## config.mk

```make
export PLATFORM = sky130hd
export DESIGN_NAME = hazard_ctrl_flat
export DESIGN_NICKNAME = d
export VERILOG_FILES = /design/src/rtl/hazard_ctrl_pkg.sv /design/src/rtl/hazard_ctrl_if.sv /design/src/rtl/hazard_ctrl_fwd_unit.sv /design/src/rtl/hazard_ctrl.sv /design/src/flat_wrapper.sv
export SDC_FILE = /design/constraint.sdc
export NUM_CORES = 1
export LEC_CHECK = 0
export BUFFER_PORTS_ARGS = -buffer_cell sky130_fd_sc_hd__buf_2
export CORE_UTILIZATION = 48
export DETAILED_ROUTE_END_ITERATION = 8
export PLACE_DENSITY = 0.82
export REMOVE_ABC_BUFFERS = 1
export SKIP_LAST_GASP = 1
export SLEW_MARGIN = 20
export SYNTH_ARGS = -nofsm -noshare
export SYNTH_HDL_FRONTEND = slang
export SYNTH_HIERARCHICAL = 1
export SYNTH_SLANG_ARGS = --single-unit
```

## constraint.sdc

```tcl
create_clock -name CLK -period 2.8 [get_ports CLK]
set_input_delay 0.28 -clock CLK [delete_from_list [all_inputs] [get_ports CLK]]
set_output_delay 0.28 -clock CLK [all_outputs]
set_load 0.01 [all_outputs]
```

## src/rtl/hazard_ctrl_pkg.sv

```systemverilog
// Shared encodings for the hazard controller and the ALU operand muxes.
package hazard_ctrl_pkg;

  typedef logic [1:0] hz_state_t;
  typedef logic [1:0] fwd_sel_t;

  // Controller state encodings (legacy numeric values kept)
  localparam hz_state_t ST_RUN    = 2'd0;
  localparam hz_state_t ST_LSTALL = 2'd1;
  localparam hz_state_t ST_MWAIT  = 2'd2;
  localparam hz_state_t ST_HALT   = 2'd3;

  // ALU operand source selects
  localparam fwd_sel_t FWD_RF  = 2'b00;
  localparam fwd_sel_t FWD_MEM = 2'b01;
  localparam fwd_sel_t FWD_WB  = 2'b10;

  // Pick the operand source for one EX source register; MEM is younger
  // than WB so it wins, and x0 is never forwarded.
  function automatic fwd_sel_t fwd_pick(input logic [4:0] rs,
                                        input logic [4:0] mem_rd,
                                        input logic       mem_wr,
                                        input logic [4:0] wb_rd,
                                        input logic       wb_wr);
    fwd_sel_t sel;
    sel = FWD_RF;
    if (mem_wr && (mem_rd != 5'd0) && (mem_rd == rs))
      sel = FWD_MEM;
    else if (wb_wr && (wb_rd != 5'd0) && (wb_rd == rs))
      sel = FWD_WB;
    return sel;
  endfunction

endpackage

```

## src/rtl/hazard_ctrl_if.sv

```systemverilog
// Pipeline <-> hazard controller signal bundle.
interface hazard_ctrl_if #(
  parameter int unsigned CNT_W = 16
);

  // pipeline status into the controller
  logic             Mwk;
  logic [4:0]       ID_rs1;
  logic [4:0]       ID_rs2;
  logic             ID_use1;
  logic             ID_use2;
  logic [4:0]       EX_rs1;
  logic [4:0]       EX_rs2;
  logic [4:0]       EX_rd;
  logic             EX_RegWr;
  logic             EX_MemRd;
  logic             EX_PCSrc;
  logic [4:0]       MEM_rd;
  logic             MEM_RegWr;
  logic             MEM_busy;
  logic [4:0]       WB_rd;
  logic             WB_RegWr;

  // pipeline controls out of the controller
  logic             PC_en;
  logic             IFID_en;
  logic             IFID_flush;
  logic             IDEX_en;
  logic             IDEX_flush;
  logic             EXMEM_en;
  logic [1:0]       FwdA;
  logic [1:0]       FwdB;
  logic [1:0]       state;
  logic [CNT_W-1:0] stall_cnt;
  logic [CNT_W-1:0] flush_cnt;

  // pipeline side
  modport master (
    output Mwk, ID_rs1, ID_rs2, ID_use1, ID_use2,
           EX_rs1, EX_rs2, EX_rd, EX_RegWr, EX_MemRd, EX_PCSrc,
           MEM_rd, MEM_RegWr, MEM_busy, WB_rd, WB_RegWr,
    input  PC_en, IFID_en, IFID_flush, IDEX_en, IDEX_flush, EXMEM_en,
           FwdA, FwdB, state, stall_cnt, flush_cnt
  );

  // controller side
  modport slave (
    input  Mwk, ID_rs1, ID_rs2, ID_use1, ID_use2,
           EX_rs1, EX_rs2, EX_rd, EX_RegWr, EX_MemRd, EX_PCSrc,
           MEM_rd, MEM_RegWr, MEM_busy, WB_rd, WB_RegWr,
    output PC_en, IFID_en, IFID_flush, IDEX_en, IDEX_flush, EXMEM_en,
           FwdA, FwdB, state, stall_cnt, flush_cnt
  );

endinterface

```

## src/rtl/hazard_ctrl_fwd_unit.sv

```systemverilog
// Combinational ALU operand forwarding selects for the EX stage.
module fwd_unit
  import hazard_ctrl_pkg::*;
(
  input  logic [4:0] ex_rs1,
  input  logic [4:0] ex_rs2,
  input  logic [4:0] mem_rd,
  input  logic       mem_regwr,
  input  logic [4:0] wb_rd,
  input  logic       wb_regwr,
  output fwd_sel_t   fwd_a,
  output fwd_sel_t   fwd_b
);

  // independent select per operand, same priority rule for both
  always_comb begin
    fwd_a = fwd_pick(ex_rs1, mem_rd, mem_regwr, wb_rd, wb_regwr);
    fwd_b = fwd_pick(ex_rs2, mem_rd, mem_regwr, wb_rd, wb_regwr);
  end

endmodule

```

## src/rtl/hazard_ctrl.sv

```systemverilog
// Pipeline hazard controller: load-use stalls, branch flushes, memory
// wait, halt, plus stall/flush performance counters.
module hazard_ctrl
  import hazard_ctrl_pkg::*;
#(
  parameter int unsigned LD_STALL = 1,
  parameter int unsigned CNT_W    = 16
) (
  input logic         CLK,
  input logic         RST_N,
  hazard_ctrl_if.slave hif
);

  localparam logic [1:0] LD_LOAD = 2'(LD_STALL - 1);

  hz_state_t        state_q, state_d;
  logic [1:0]       lcnt_q, lcnt_d;
  logic [CNT_W-1:0] stall_q, flush_q;
  logic             load_use;
  logic             bubble;
  logic             redirect;
  logic             pc_en, ifid_en, ifid_flush, idex_en, idex_flush, exmem_en;

  // load in EX whose destination is read by the instruction in ID
  always_comb begin
    load_use = hif.EX_MemRd && hif.EX_RegWr && (hif.EX_rd != 5'd0) &&
               ((hif.ID_use1 && (hif.ID_rs1 == hif.EX_rd)) ||
                (hif.ID_use2 && (hif.ID_rs2 == hif.EX_rd)));
  end

  // next state, bubble counter and pipeline controls; priority is
  // halt > memory wait > taken branch > load-use
  always_comb begin
    state_d    = state_q;
    lcnt_d     = lcnt_q;
    bubble     = 1'b0;
    redirect   = 1'b0;
    pc_en      = 1'b1;
    ifid_en    = 1'b1;
    ifid_flush = 1'b0;
    idex_en    = 1'b1;
    idex_flush = 1'b0;
    exmem_en   = 1'b1;

    if (!hif.Mwk) begin
      state_d  = ST_HALT;
      pc_en    = 1'b0;
      ifid_en  = 1'b0;
      idex_en  = 1'b0;
      exmem_en = 1'b0;
    end else if (state_q == ST_HALT) begin
      state_d = ST_RUN;
      lcnt_d  = '0;
    end else if (hif.MEM_busy) begin
      // freeze everything; lcnt_q is kept so an interrupted stall resumes
      state_d  = ST_MWAIT;
      pc_en    = 1'b0;
      ifid_en  = 1'b0;
      idex_en  = 1'b0;
      exmem_en = 1'b0;
    end else begin
      case (state_q)
        ST_RUN: begin
          if (hif.EX_PCSrc) begin
            redirect = 1'b1;
          end else if (load_use) begin
            bubble = 1'b1;
            if (LD_STALL > 1) begin
              state_d = ST_LSTALL;
              lcnt_d  = LD_LOAD;
            end
          end
        end
        ST_LSTALL: begin
          bubble = 1'b1;
          if (lcnt_q <= 2'd1) begin
            state_d = ST_RUN;
            lcnt_d  = '0;
          end else begin
            lcnt_d = lcnt_q - 2'd1;
          end
        end
        ST_MWAIT: begin
          state_d = (lcnt_q != 2'd0) ? ST_LSTALL : ST_RUN;
        end
        default: begin
          state_d = ST_RUN;
        end
      endcase
    end

    if (bubble) begin
      pc_en      = 1'b0;
      ifid_en    = 1'b0;
      idex_flush = 1'b1;
    end
    if (redirect) begin
      ifid_flush = 1'b1;
      idex_flush = 1'b1;
    end
  end

  // state register and remaining-bubble counter
  always_ff @(posedge CLK or negedge RST_N) begin
    if (!RST_N) begin
      state_q <= ST_RUN;
      lcnt_q  <= '0;
    end else begin
      state_q <= state_d;
      lcnt_q  <= lcnt_d;
    end
  end

  // saturating count of bubble-inserting cycles
  always_ff @(posedge CLK or negedge RST_N) begin
    if (!RST_N)
      stall_q <= '0;
    else if (bubble && (stall_q != '1))
      stall_q <= stall_q + CNT_W'(1);
  end

  // saturating count of branch-redirect flush cycles
  always_ff @(posedge CLK or negedge RST_N) begin
    if (!RST_N)
      flush_q <= '0;
    else if (redirect && (flush_q != '1))
      flush_q <= flush_q + CNT_W'(1);
  end

  // drive the bundle
  always_comb begin
    hif.PC_en      = pc_en;
    hif.IFID_en    = ifid_en;
    hif.IFID_flush = ifid_flush;
    hif.IDEX_en    = idex_en;
    hif.IDEX_flush = idex_flush;
    hif.EXMEM_en   = exmem_en;
    hif.state      = state_q;
    hif.stall_cnt  = stall_q;
    hif.flush_cnt  = flush_q;
  end

  fwd_unit u_fwd (
    .ex_rs1    (hif.EX_rs1),
    .ex_rs2    (hif.EX_rs2),
    .mem_rd    (hif.MEM_rd),
    .mem_regwr (hif.MEM_RegWr),
    .wb_rd     (hif.WB_rd),
    .wb_regwr  (hif.WB_RegWr),
    .fwd_a     (hif.FwdA),
    .fwd_b     (hif.FwdB)
  );

endmodule
```

## src/flat_wrapper.sv

```systemverilog
// flat-port wrapper written by rule: the top's interface ports become plain ports
module hazard_ctrl_flat import hazard_ctrl_pkg::*;
#(
  parameter int unsigned LD_STALL = 1,
  parameter int unsigned CNT_W    = 16
)
  (CLK, RST_N, hif_Mwk, hif_ID_rs1, hif_ID_rs2, hif_ID_use1, hif_ID_use2, hif_EX_rs1, hif_EX_rs2, hif_EX_rd, hif_EX_RegWr, hif_EX_MemRd, hif_EX_PCSrc, hif_MEM_rd, hif_MEM_RegWr, hif_MEM_busy, hif_WB_rd, hif_WB_RegWr, hif_PC_en, hif_IFID_en, hif_IFID_flush, hif_IDEX_en, hif_IDEX_flush, hif_EXMEM_en, hif_FwdA, hif_FwdB, hif_state, hif_stall_cnt, hif_flush_cnt);
  hazard_ctrl_if #(.CNT_W(CNT_W)) hif_i ();
  input logic CLK;
  input logic RST_N;
  input wire logic [$bits(hif_i.Mwk)-1:0] hif_Mwk;
  input wire logic [$bits(hif_i.ID_rs1)-1:0] hif_ID_rs1;
  input wire logic [$bits(hif_i.ID_rs2)-1:0] hif_ID_rs2;
  input wire logic [$bits(hif_i.ID_use1)-1:0] hif_ID_use1;
  input wire logic [$bits(hif_i.ID_use2)-1:0] hif_ID_use2;
  input wire logic [$bits(hif_i.EX_rs1)-1:0] hif_EX_rs1;
  input wire logic [$bits(hif_i.EX_rs2)-1:0] hif_EX_rs2;
  input wire logic [$bits(hif_i.EX_rd)-1:0] hif_EX_rd;
  input wire logic [$bits(hif_i.EX_RegWr)-1:0] hif_EX_RegWr;
  input wire logic [$bits(hif_i.EX_MemRd)-1:0] hif_EX_MemRd;
  input wire logic [$bits(hif_i.EX_PCSrc)-1:0] hif_EX_PCSrc;
  input wire logic [$bits(hif_i.MEM_rd)-1:0] hif_MEM_rd;
  input wire logic [$bits(hif_i.MEM_RegWr)-1:0] hif_MEM_RegWr;
  input wire logic [$bits(hif_i.MEM_busy)-1:0] hif_MEM_busy;
  input wire logic [$bits(hif_i.WB_rd)-1:0] hif_WB_rd;
  input wire logic [$bits(hif_i.WB_RegWr)-1:0] hif_WB_RegWr;
  output wire logic [$bits(hif_i.PC_en)-1:0] hif_PC_en;
  output wire logic [$bits(hif_i.IFID_en)-1:0] hif_IFID_en;
  output wire logic [$bits(hif_i.IFID_flush)-1:0] hif_IFID_flush;
  output wire logic [$bits(hif_i.IDEX_en)-1:0] hif_IDEX_en;
  output wire logic [$bits(hif_i.IDEX_flush)-1:0] hif_IDEX_flush;
  output wire logic [$bits(hif_i.EXMEM_en)-1:0] hif_EXMEM_en;
  output wire logic [$bits(hif_i.FwdA)-1:0] hif_FwdA;
  output wire logic [$bits(hif_i.FwdB)-1:0] hif_FwdB;
  output wire logic [$bits(hif_i.state)-1:0] hif_state;
  output wire logic [$bits(hif_i.stall_cnt)-1:0] hif_stall_cnt;
  output wire logic [$bits(hif_i.flush_cnt)-1:0] hif_flush_cnt;
  assign hif_i.Mwk = hif_Mwk;
  assign hif_i.ID_rs1 = hif_ID_rs1;
  assign hif_i.ID_rs2 = hif_ID_rs2;
  assign hif_i.ID_use1 = hif_ID_use1;
  assign hif_i.ID_use2 = hif_ID_use2;
  assign hif_i.EX_rs1 = hif_EX_rs1;
  assign hif_i.EX_rs2 = hif_EX_rs2;
  assign hif_i.EX_rd = hif_EX_rd;
  assign hif_i.EX_RegWr = hif_EX_RegWr;
  assign hif_i.EX_MemRd = hif_EX_MemRd;
  assign hif_i.EX_PCSrc = hif_EX_PCSrc;
  assign hif_i.MEM_rd = hif_MEM_rd;
  assign hif_i.MEM_RegWr = hif_MEM_RegWr;
  assign hif_i.MEM_busy = hif_MEM_busy;
  assign hif_i.WB_rd = hif_WB_rd;
  assign hif_i.WB_RegWr = hif_WB_RegWr;
  assign hif_PC_en = hif_i.PC_en;
  assign hif_IFID_en = hif_i.IFID_en;
  assign hif_IFID_flush = hif_i.IFID_flush;
  assign hif_IDEX_en = hif_i.IDEX_en;
  assign hif_IDEX_flush = hif_i.IDEX_flush;
  assign hif_EXMEM_en = hif_i.EXMEM_en;
  assign hif_FwdA = hif_i.FwdA;
  assign hif_FwdB = hif_i.FwdB;
  assign hif_state = hif_i.state;
  assign hif_stall_cnt = hif_i.stall_cnt;
  assign hif_flush_cnt = hif_i.flush_cnt;
  hazard_ctrl #(.LD_STALL(LD_STALL), .CNT_W(CNT_W)) u_core (.CLK(CLK), .RST_N(RST_N), .hif(hif_i));
endmodule
```

==> run metrics <==
Worst EP arrival 2.53 ns; Critical Path Start u_core/hif.stall_cnt[0]; Final Max Tran Viols 0; worst path cell trace ha_1, and3_2, and4_2, a221oi_1, and2_1, mux2_2; cell family with most CP delay simple AND/OR/NAND/NOR gates; H-tree Lvls 2; Combinational Power Share 18.6%; Cell Pwr Density 442 nW/um^2; Peak VDD IR 368 uV; clock period minus worst slack 2.37 ns; clk buf depth 2; Die W 68.9 um; clk root buf clkbuf_8; Placement Setup Slack 0.444 ns; Synth async-reset ratio 100%; Synth Cell Area 2150 um^2; number of routed nets with antenna violations 0; data required time of the worst path 2.96 ns; Post-Route WL 4.94 mm; CP Capture Type flop; I/O pin total 90; Hold WS 0.0722 ns; switching share of power 27.8%; Clock Sinks 36; GR Util All Layers 20.5%; Yosys warnings 6; Worst Tran Pin Value 0.764 ns; Vias 1833; Critical Path Source Type flop; Power Internal 859 uW; pin count of the biggest net entering global routing 37; post-route cell area 2690 um^2; Hold-fix buffers, CTS 0; PostCTS Resize Cnt 0; Max Clock Freq 423 MHz; part of the cycle the worst path needs 84.5%; site row count 23; clock slew seen by the registers of the worst setup and hold paths 0.07 ns; postcts setup bufs 0; unrepaired setup endpoints after global routing false; number of synthesized register bits 36; first-pass GRT wire length 7.04 mm; FF-to-FF Start u_core/hif.stall_cnt[0]; count of cell types in the netlist 37; Area Growth Syn to Fin 25.4%; top_reg_cell synth dfrtp_1; power share of the sequential group 49.9%; Die Span Y 68.9 um; slowest CP cell and2_1; CTS tree built; outcome finished clean; NetSw 330 uW; Starting Density 51.8%; clock power share 31.5%; grt total ovfl 0; Syn Inst Count 208; core area 4140 um^2; die footprint 4750 um^2; via/cell ratio 5.24; share of cells above drive strength 1 35.0%; Setup TNS 0 ns; fin worst setup slack 0.434 ns; nets 347; relative slew slack 49.0%; Worst Path Buf+Inv 0; crit-path max cell delay 0.49 ns; hold crit path type input port to async pin; post-synthesis sequential area ratio 41.9%; most common cell after layout, fill and taps aside buf_2; TritonCTS buffer count 5; P_leak 1.33 nW; Clock Latency Late Sink 0.28 ns; most frequent cells in the layout 89 x buf_2, 53 x xnor2_1, 36 x dfrtp_1, 19 x nand2_1, 18 x nand4_1; RD Place Congestion 0.786; initial antenna violation count 0; Post-synth EDFFs 0; Routed WL per cell 14.1 um; residual DRC count 0; dpl cell area 2600 um^2; DR iter-0 viols 62; # setup viols final 0; vias in the first global route 1638; diode count 0; Hold Fails Final Rpt 0; Synth Area per Inst 10.3 um^2; skew final 0.00387 ns; CP Max Fanout 15; HPWL after detailed placement 3.85 mm; DRT Pass-1 Iters 4; port bufs 89; CP Class flop to flop; Max Cap Viol 0
==> layer usage <==
| metal | share of wire (%) | vias up | wire [um] | GRT usage, % |
|---|---|---|---|---|
| met3 | 6.7 | 9 | 333 | 3.78 |
| met1 | 42 | 849 | 2080 | 23.6 |
| met5 | 0 | - | 0 | 0 |
| li1 | - | 909 | - | - |
| met4 | 1.7 | 0 | 82 | 8.42 |
| met2 | 50 | 66 | 2450 | 37.0 |
==> logic make-up after synthesis <==
| group | count (synthesis) | synth area share [%] |
|---|---|---|
| adder cells (fa/ha/maj) | 2 | 1.16 |
| buffers and inverters | 11 | 3.49 |
| multiplexers | 3 | 1.57 |
| AO/OA/AOI/OAI | 14 | 5.30 |
| XOR/XNOR | 60 | 24.5 |
| flip-flops | 36 | 41.9 |
| AND/OR/NAND/NOR | 82 | 22.1 |
==> per-stage QoR <==
step | cells | utilization [%] | power (mW)
3_5_place_dp | 342 | 62.8 | 0.828
5_1_grt | 350 | 65.0 | 1.25
3_3_place_gp | 342 | 62.8 | 0.817
4_1_cts | 350 | 65.0 | 1.20
2_1_floorplan | 203 | - | 0.709
6_report | 350 | 65.0 | 1.19
==> final timing paths <==
kind | end | slack [ns] | cells after the start
setup reg to reg | u_core/hif.stall_cnt[1] | 0.43 | 6
hold / removal | u_core/hif.stall_cnt[5] | 0.07 | 1
min in group CLK | u_core/hif.state[0] | 0.23 | 2
max in group asynchronous | u_core/hif.stall_cnt[3] | 2.25 | 1
setup / recovery | u_core/hif.stall_cnt[1] | 0.43 | 6
hold reg to reg | u_core/hif.stall_cnt[10] | 0.49 | 1
==> layout make-up <==
cell class / count / area [um^2]
clock buffers: 8 / 90.1
fillers: 370 / 1450
inverters: 6 / 22.5
multi-input cells: 161 / 1170
flip-flops and latches: 36 / 901
well taps: 50 / 62.6
repair buffers: 89 / 445
==> sequential cells by signal (all words and copies together) (netlist names) <==
register,flops
u_core/hif.flush_cnt,16
u_core/hif.stall_cnt,16
u_core/hif.state,2
u_core/lcnt_q,2
==> synthesized netlist by cell type, types with 2 or more instances <==
master	number	share of area (%)
a21oi_1	2	0.47
nand3_1	12	2.8
nor4_1	4	1.2
nor2b_1	2	0.58
and4_1	3	1.2
o21ai_0	3	0.70
nor2_1	6	1.0
dfrtp_1	36	42
or4_1	3	1.0
buf_6	2	1.0
nand4_1	18	5.2
buf_4	2	0.70
and3_1	5	1.5
inv_1	6	1.0
xor2_1	7	2.9
and3_2	2	0.70
ha_1	2	1.2
nand2_1	19	3.3
xnor2_1	53	22
mux2_2	3	1.6
nand2b_1	2	0.58
==> power by group through the flow <==
stage	clock, mW	sequential, mW	combinational (mW)
3_3_place_gp	0	0.600	0.217
3_5_place_dp	0	0.602	0.226
6_report	0.374	0.594	0.222
5_1_grt	0.407	0.598	0.248
2_1_floorplan	0	0.611	0.0982
4_1_cts	0.385	0.593	0.224
(Power assumes the default switching activity.)
